## config.mk

```make
export PLATFORM = sky130hd
export DESIGN_NAME = mips_control_unit
export DESIGN_NICKNAME = d
export VERILOG_FILES = /design/src/rtl/mips_control_unit.sv
export SDC_FILE = /design/constraint.sdc
export NUM_CORES = 1
export LEC_CHECK = 0
export ABC_CLOCK_PERIOD_IN_PS = 2700
export CORE_UTILIZATION = 35
export DETAILED_ROUTE_END_ITERATION = 7
export PLACE_DENSITY_LB_ADDON = 0.08
export SETUP_SLACK_MARGIN = 0.5
export SLEW_MARGIN = 5
export SYNTH_ARGS = -nofsm -noshare
export SYNTH_HDL_FRONTEND = slang
export SYNTH_SLANG_ARGS = --single-unit
```

## constraint.sdc

```tcl
create_clock -name clk -period 2.7 [get_ports clk]
set_clock_uncertainty 0.1 [all_clocks]
set_input_delay 0.81 -clock clk [delete_from_list [all_inputs] [get_ports clk]]
set_output_delay 0.81 -clock clk [all_outputs]
set_load 0.005 [all_outputs]
```

## src/rtl/mips_control_unit.sv

```systemverilog
// Main control FSM of the multi-cycle MIPS core: sequences fetch/decode/execute/memory/writeback
// and drives every datapath select, write enable and ALU control code as a Moore function of state.
module mips_control_unit #(
    parameter int OPCODE_WIDTH   = 6,
    parameter int FUNCT_WIDTH    = 6,
    parameter int ALU_CTRL_WIDTH = 3,
    parameter int STATE_WIDTH    = 4
) (
    input  logic                      clk,
    input  logic                      rst_n,
    input  logic [OPCODE_WIDTH-1:0]   opcode,
    input  logic [FUNCT_WIDTH-1:0]    funct,
    input  logic                      zero,
    output logic                      en_pc,
    output logic [1:0]                pc_src,
    output logic                      i_or_d,
    output logic                      mem_write,
    output logic                      ir_write,
    output logic                      reg_dst,
    output logic                      mem_to_reg,
    output logic                      reg_write,
    output logic                      alu_src_a,
    output logic [1:0]                alu_src_b,
    output logic [ALU_CTRL_WIDTH-1:0] alu_ctrl,
    output logic                      instr_done,
    output logic                      illegal_op,
    output logic [STATE_WIDTH-1:0]    state
);

    localparam logic [OPCODE_WIDTH-1:0] OP_RTYPE = OPCODE_WIDTH'(6'b000000);
    localparam logic [OPCODE_WIDTH-1:0] OP_LW    = OPCODE_WIDTH'(6'b100011);
    localparam logic [OPCODE_WIDTH-1:0] OP_SW    = OPCODE_WIDTH'(6'b101011);
    localparam logic [OPCODE_WIDTH-1:0] OP_BEQ   = OPCODE_WIDTH'(6'b000100);
    localparam logic [OPCODE_WIDTH-1:0] OP_ADDI  = OPCODE_WIDTH'(6'b001000);
    localparam logic [OPCODE_WIDTH-1:0] OP_J     = OPCODE_WIDTH'(6'b000010);

    localparam logic [FUNCT_WIDTH-1:0] FN_ADD = FUNCT_WIDTH'(6'b100000);
    localparam logic [FUNCT_WIDTH-1:0] FN_SUB = FUNCT_WIDTH'(6'b100010);
    localparam logic [FUNCT_WIDTH-1:0] FN_AND = FUNCT_WIDTH'(6'b100100);
    localparam logic [FUNCT_WIDTH-1:0] FN_OR  = FUNCT_WIDTH'(6'b100101);
    localparam logic [FUNCT_WIDTH-1:0] FN_SLT = FUNCT_WIDTH'(6'b101010);

    localparam logic [ALU_CTRL_WIDTH-1:0] ALU_AND = ALU_CTRL_WIDTH'(3'b000);
    localparam logic [ALU_CTRL_WIDTH-1:0] ALU_OR  = ALU_CTRL_WIDTH'(3'b001);
    localparam logic [ALU_CTRL_WIDTH-1:0] ALU_ADD = ALU_CTRL_WIDTH'(3'b010);
    localparam logic [ALU_CTRL_WIDTH-1:0] ALU_SUB = ALU_CTRL_WIDTH'(3'b110);
    localparam logic [ALU_CTRL_WIDTH-1:0] ALU_SLT = ALU_CTRL_WIDTH'(3'b111);

    typedef enum logic [3:0] {
        S_FETCH   = 4'd0,
        S_DECODE  = 4'd1,
        S_MEMADR  = 4'd2,
        S_MEMRD   = 4'd3,
        S_MEMWB   = 4'd4,
        S_MEMWR   = 4'd5,
        S_EXECUTE = 4'd6,
        S_ALUWB   = 4'd7,
        S_BRANCH  = 4'd8,
        S_ADDIEX  = 4'd9,
        S_ADDIWB  = 4'd10,
        S_JUMP    = 4'd11
    } state_t;

    state_t                    cur, nxt;
    logic                      funct_ok, op_legal;
    logic [ALU_CTRL_WIDTH-1:0] funct_alu;
    logic                      pc_write, branch;

    always_comb begin
        funct_ok  = 1'b1;
        funct_alu = ALU_ADD;
        case (funct)
            FN_ADD:  funct_alu = ALU_ADD;
            FN_SUB:  funct_alu = ALU_SUB;
            FN_AND:  funct_alu = ALU_AND;
            FN_OR:   funct_alu = ALU_OR;
            FN_SLT:  funct_alu = ALU_SLT;
            default: funct_ok  = 1'b0;
        endcase
    end

    always_comb begin
        op_legal = 1'b1;
        case (opcode)
            OP_LW, OP_SW, OP_BEQ, OP_ADDI, OP_J: op_legal = 1'b1;
            OP_RTYPE: op_legal = funct_ok;
            default:  op_legal = 1'b0;
        endcase
    end

    always_comb begin
        nxt = S_FETCH;
        case (cur)
            S_FETCH:  nxt = S_DECODE;
            S_DECODE: begin
                if (!op_legal)                            nxt = S_FETCH;
                else if (opcode == OP_LW || opcode == OP_SW) nxt = S_MEMADR;
                else if (opcode == OP_RTYPE)              nxt = S_EXECUTE;
                else if (opcode == OP_BEQ)                nxt = S_BRANCH;
                else if (opcode == OP_ADDI)               nxt = S_ADDIEX;
                else                                      nxt = S_JUMP;
            end
            S_MEMADR:  nxt = (opcode == OP_LW) ? S_MEMRD : S_MEMWR;
            S_MEMRD:   nxt = S_MEMWB;
            S_EXECUTE: nxt = S_ALUWB;
            S_ADDIEX:  nxt = S_ADDIWB;
            default:   nxt = S_FETCH;
        endcase
    end

    // Illegal instructions are dropped in DECODE; the flag stays up until reset.
    always_ff @(posedge clk or negedge rst_n) begin
        if (!rst_n) begin
            cur        <= S_FETCH;
            illegal_op <= 1'b0;
        end else begin
            cur <= nxt;
            if (cur == S_DECODE && !op_legal)
                illegal_op <= 1'b1;
        end
    end

    // Outputs are gated by rst_n so write enables fall the instant reset asserts.
    always_comb begin
        pc_write   = 1'b0;
        branch     = 1'b0;
        pc_src     = 2'b00;
        i_or_d     = 1'b0;
        mem_write  = 1'b0;
        ir_write   = 1'b0;
        reg_dst    = 1'b0;
        mem_to_reg = 1'b0;
        reg_write  = 1'b0;
        alu_src_a  = 1'b0;
        alu_src_b  = 2'b00;
        alu_ctrl   = '0;
        instr_done = 1'b0;
        if (rst_n) begin
            case (cur)
                S_FETCH: begin
                    ir_write  = 1'b1;
                    alu_src_b = 2'b01;
                    alu_ctrl  = ALU_ADD;
                    pc_write  = 1'b1;
                end
                S_DECODE: begin
                    alu_src_b = 2'b11;
                    alu_ctrl  = ALU_ADD;
                end
                S_MEMADR: begin
                    alu_src_a = 1'b1;
                    alu_src_b = 2'b10;
                    alu_ctrl  = ALU_ADD;
                end
                S_MEMRD: i_or_d = 1'b1;
                S_MEMWB: begin
                    mem_to_reg = 1'b1;
                    reg_write  = 1'b1;
                    instr_done = 1'b1;
                end
                S_MEMWR: begin
                    i_or_d     = 1'b1;
                    mem_write  = 1'b1;
                    instr_done = 1'b1;
                end
                S_EXECUTE: begin
                    alu_src_a = 1'b1;
                    alu_ctrl  = funct_alu;
                end
                S_ALUWB: begin
                    reg_dst    = 1'b1;
                    reg_write  = 1'b1;
                    instr_done = 1'b1;
                end
                S_BRANCH: begin
                    alu_src_a  = 1'b1;
                    alu_ctrl   = ALU_SUB;
                    pc_src     = 2'b01;
                    branch     = 1'b1;
                    instr_done = 1'b1;
                end
                S_ADDIEX: begin
                    alu_src_a = 1'b1;
                    alu_src_b = 2'b10;
                    alu_ctrl  = ALU_ADD;
                end
                S_ADDIWB: begin
                    reg_write  = 1'b1;
                    instr_done = 1'b1;
                end
                S_JUMP: begin
                    pc_src     = 2'b10;
                    pc_write   = 1'b1;
                    instr_done = 1'b1;
                end
                default: ;
            endcase
        end
    end

    assign en_pc = pc_write | (branch & zero);
    assign state = STATE_WIDTH'(cur);

endmodule

```

==> flow_summary.html <==
<table>
<tr><th>Metric</th><th>Value</th></tr>
<tr><th colspan="2">Run status</th></tr>
<tr><td>Outcome</td><td>finished clean</td></tr>
<tr><th colspan="2">CTS</th></tr>
<tr><td>Clock transition at the registers of the reported paths</td><td>0.05 ns</td></tr>
<tr><td>Cell at the root of the clock tree</td><td>sky130_fd_sc_hd__clkbuf_4</td></tr>
<tr><td>CTS tree</td><td>yes</td></tr>
<tr><td>Number of sinks on the clock net</td><td>5</td></tr>
<tr><td>Number of buffers on the longest clock path</td><td>2</td></tr>
<tr><td>Clock insertion delay at the later pin of the skew report</td><td>0.24 ns</td></tr>
<tr><td>Num CTS Buffers</td><td>3</td></tr>
<tr><td>Hold buffer count at CTS</td><td>0</td></tr>
<tr><td>H-tree depth reported by CTS</td><td>1</td></tr>
<tr><th colspan="2">Drt</th></tr>
<tr><td>Via count of the routed design</td><td>967</td></tr>
<tr><td>Wire per inst</td><td>14.5 µm</td></tr>
<tr><td>DR pass1 iterations</td><td>4</td></tr>
<tr><td>Avg Vias per Cell</td><td>5.46</td></tr>
<tr><td>ANT nets after route</td><td>0</td></tr>
<tr><td>Routed wire length</td><td>2560 µm</td></tr>
<tr><td>DRC violations left</td><td>0</td></tr>
<tr><td>Initial detailed-routing violation count</td><td>33</td></tr>
<tr><th colspan="2">Power</th></tr>
<tr><td>PwrDens</td><td>490 nW/µm²</td></tr>
<tr><td>IR Drop Worst-Case VDD</td><td>0.327 mV</td></tr>
<tr><td>Leak</td><td>0.000696 µW</td></tr>
<tr><th colspan="2">Place</th></tr>
<tr><td>Detailed-placement wirelength estimate</td><td>1520 µm</td></tr>
<tr><td>Port-buffer cells</td><td>35</td></tr>
<tr><td>Count of placed standard cells including taps</td><td>155</td></tr>
<tr><td>Routability congestion estimate from global placement</td><td>0.770</td></tr>
<tr><th colspan="2">STA</th></tr>
<tr><td>Portion of the clock cycle consumed by the worst path in the final layout</td><td>1.00</td></tr>
<tr><td>Least-Margin Pin Slew</td><td>0.344 ns</td></tr>
<tr><td>Number of pins exceeding their max-slew limit in the final report</td><td>0</td></tr>
<tr><td>Count of final hold-check violations</td><td>0</td></tr>
<tr><td>Number of setup violations in the final report</td><td>0</td></tr>
<tr><td>Total Neg Setup Slack</td><td>0 ns</td></tr>
<tr><td>Worst slew margin relative to its limit</td><td>0.768</td></tr>
<tr><td>Maximum operating frequency</td><td>0.370 GHz</td></tr>
<tr><td>Setup repair after global routing missed its margin</td><td>yes</td></tr>
<tr><td>Minimum period implied by the final worst setup slack</td><td>2.70 ns</td></tr>
<tr><th colspan="2">Global routing</th></tr>
<tr><td>Overall track demand over capacity in global routing</td><td>0.247</td></tr>
<tr><td>Total congestion overflow</td><td>0</td></tr>
<tr><td>First-pass GRT wire length</td><td>3730 µm</td></tr>
<tr><td>Initial antenna violation count</td><td>0</td></tr>
<tr><td>Pin count of the biggest net entering global routing</td><td>9</td></tr>
<tr><td>Number of global-route vias before repair</td><td>876</td></tr>
<tr><th colspan="2">Layout</th></tr>
<tr><td>Post-route insts no fill</td><td>177</td></tr>
<tr><td>Fraction of layout cells with a size suffix above 1</td><td>0.566</td></tr>
<tr><td>Most frequent cells in the layout</td><td>sky130_fd_sc_hd__buf_2 (19), sky130_fd_sc_hd__buf_4 (19), sky130_fd_sc_hd__buf_6 (14), sky130_fd_sc_hd__nor2_4 (6)</td></tr>
<tr><td>Number of diodes</td><td>0</td></tr>
<tr><td>Final Util</td><td>0.819</td></tr>
<tr><td>Area growth from synthesis to final layout</td><td>119%</td></tr>
<tr><td>Final layout net count</td><td>168</td></tr>
<tr><th colspan="2">Synth</th></tr>
<tr><td>Portion of synthesized cell area occupied by the leading cell type</td><td>0.193</td></tr>
<tr><td>Top cells by area, synth</td><td>sky130_fd_sc_hd__dfrtp_1 (19%), sky130_fd_sc_hd__nor4b_1 (5.4%), sky130_fd_sc_hd__nor2_1 (5.2%)</td></tr>
<tr><td>Cell area after synthesis</td><td>647 µm²</td></tr>
<tr><td>Flop and latch count out of synthesis</td><td>5</td></tr>
<tr><td>Sequential cell area fraction in the yosys report</td><td>0.193</td></tr>
<tr><td>Cells after Synth</td><td>88</td></tr>
<tr><td>Post-Synthesis Net Count</td><td>103</td></tr>
<tr><td>Post-synthesis cell type count</td><td>38</td></tr>
<tr><td>Mean instance size in the synthesized netlist</td><td>7.35 µm²</td></tr>
<tr><td>Ys Warns</td><td>0</td></tr>
<tr><td>Cell taking the most area after synthesis</td><td>sky130_fd_sc_hd__dfrtp_1</td></tr>
<tr><th colspan="2">Run</th></tr>
<tr><td>Total of max-cap violations</td><td>0</td></tr>
<tr><th colspan="2">Floorplan</th></tr>
<tr><td>Starting utilization of the core area</td><td>0.375</td></tr>
<tr><td>Area of the core</td><td>1730 µm²</td></tr>
<tr><td># IOs</td><td>36</td></tr>
<tr><td>Die area</td><td>2020 µm²</td></tr>
<tr><td>X dimension of the die</td><td>45.0 µm</td></tr>
<tr><td>Height of the die</td><td>45.0 µm</td></tr>
<tr><td>Row count</td><td>15</td></tr>
<tr><th colspan="2">Worst setup path</th></tr>
<tr><td>Worst setup EP type</td><td>output pin</td></tr>
<tr><td>Maximum fanout along the worst path</td><td>3</td></tr>
<tr><td>Element type at the critical path start</td><td>primary input</td></tr>
<tr><td>Worst Setup Path Type</td><td>in2out</td></tr>
<tr><td>Critical path required time</td><td>1.79 ns</td></tr>
<tr><td>Arrival time of the worst setup path</td><td>1.79 ns</td></tr>
<tr><th colspan="2">Worst hold path</th></tr>
<tr><td>Class of the most critical hold timing path</td><td>reg2reg</td></tr>
</table>
==> synth_stat cells <==
cell and n:
sky130_fd_sc_hd__nor2_1 9, sky130_fd_sc_hd__nand2_1 8, sky130_fd_sc_hd__nor3_1 6, sky130_fd_sc_hd__o21ai_0 6, sky130_fd_sc_hd__dfrtp_1 5, sky130_fd_sc_hd__a31oi_1 4, sky130_fd_sc_hd__nand2b_1 4, sky130_fd_sc_hd__nor4b_1 4
sky130_fd_sc_hd__a21oi_1 3, sky130_fd_sc_hd__inv_1 3, sky130_fd_sc_hd__nor3b_1 3, sky130_fd_sc_hd__xnor2_1 3, sky130_fd_sc_hd__and2_1 2, sky130_fd_sc_hd__buf_2 2, sky130_fd_sc_hd__clkbuf_1 2, sky130_fd_sc_hd__nand3_1 2
sky130_fd_sc_hd__a2111oi_2 1, sky130_fd_sc_hd__a211o_1 1, sky130_fd_sc_hd__a21o_1 1, sky130_fd_sc_hd__a22oi_1 1, sky130_fd_sc_hd__and2b_1 1, sky130_fd_sc_hd__buf_1 1, sky130_fd_sc_hd__buf_4 1, sky130_fd_sc_hd__buf_6 1
sky130_fd_sc_hd__mux2i_1 1, sky130_fd_sc_hd__nand4b_1 1, sky130_fd_sc_hd__nor2b_1 1, sky130_fd_sc_hd__nor4_1 1, sky130_fd_sc_hd__nor4_4 1, sky130_fd_sc_hd__o211a_1 1, sky130_fd_sc_hd__o211ai_1 1, sky130_fd_sc_hd__o21a_1 1
sky130_fd_sc_hd__o21bai_1 1, sky130_fd_sc_hd__o22ai_1 1, sky130_fd_sc_hd__o31ai_1 1, sky130_fd_sc_hd__o31ai_2 1, sky130_fd_sc_hd__or3b_1 1, sky130_fd_sc_hd__xor2_1 1
==> cells by family after synthesis <==
| kind of cell | count (synthesis) | share of synthesized area |
|---|---|---|
| and+or+nand+nor | 44 | 0.398 |
| AOI/OAI and AO/OA | 24 | 0.259 |
| buffers and inverters | 10 | 0.0793 |
| xor gates and xnor gates | 4 | 0.0542 |
| muxes | 1 | 0.0155 |
| DFF | 5 | 0.193 |
==> worst max-delay path, cell delays in order <==
cell,delay (ns)
sky130_fd_sc_hd__buf_6,0.09
sky130_fd_sc_hd__nand2b_4,0.15
sky130_fd_sc_hd__nor4b_4,0.29
sky130_fd_sc_hd__a22oi_2,0.13
sky130_fd_sc_hd__nor3_1,0.19
sky130_fd_sc_hd__buf_2,0.13
==> routing by layer <==
metal  GRT usage  wire length, µm  vias up  share of wire
met1       0.275              975      456           0.38
met3      0.0120              122       11          0.048
met4      0.0848               51        0          0.020
met2       0.487             1410       48           0.55
met5           0                0        -              0
li1            -                -      452              -
==> registers in the layout, indices dropped and copies added, names as in the netlist <==
signal and flops:
illegal_op 1, state 4
==> cell type report <==
| class | count | area [µm²] |
|---|---|---|
| Multi-Input combinational cell | 73 | 649 |
| Tap cell | 25 | 31.3 |
| Clock buffer | 4 | 26.3 |
| Timing Repair Buffer | 67 | 569 |
| Inverter | 3 | 11.3 |
| Fill cell | 118 | 313 |
| Sequential cell | 5 | 126 |
==> per-stage QoR <==
stage	power [µW]	instance area [µm²]	hold WS (ns)	setup WS (ns)
after floorplan	289	707	0.368	0.225
after global placement	468	1150	0.359	-0.725
after detailed placement	473	1150	0.391	-0.779
after CTS	636	1310	0.409	-0.0118
after global routing	733	1410	0.426	-0.0775
final	693	1410	0.406	0.000364
==> path summary, 6_finish.rpt <==
check | cells past startpoint | slack [ns] | from | to
min in group asynchronous | 3 | 0.46 | rst_n | state[1]
max | 6 | 0.0004 | funct[4] | alu_ctrl[0]
min reg2reg | 1 | 0.41 | illegal_op | illegal_op
min | 1 | 0.41 | illegal_op | illegal_op
max reg2reg | 8 | 1.14 | state[0] | state[1]
max in group asynchronous | 3 | 1.93 | rst_n | state[3]
==> power breakdown <==
group	internal (µW)	leakage (µW)	switching, µW
clock network	56.1	0.0000150	33.5
logic	263	0.000620	237
registers	89.2	0.0000603	13.3
total	409	0.000696	284
==> repair_timing <==
| action | 4_1_cts | 5_1_grt |
|---|---|---|
| endpoints found under the setup margin | 21 | 22 |
| pin swaps | 18 | 9 |
| resized for setup | 120 | 19 |
| setup buffers | 14 | 4 |
Power figures use the tool's default switching activity.
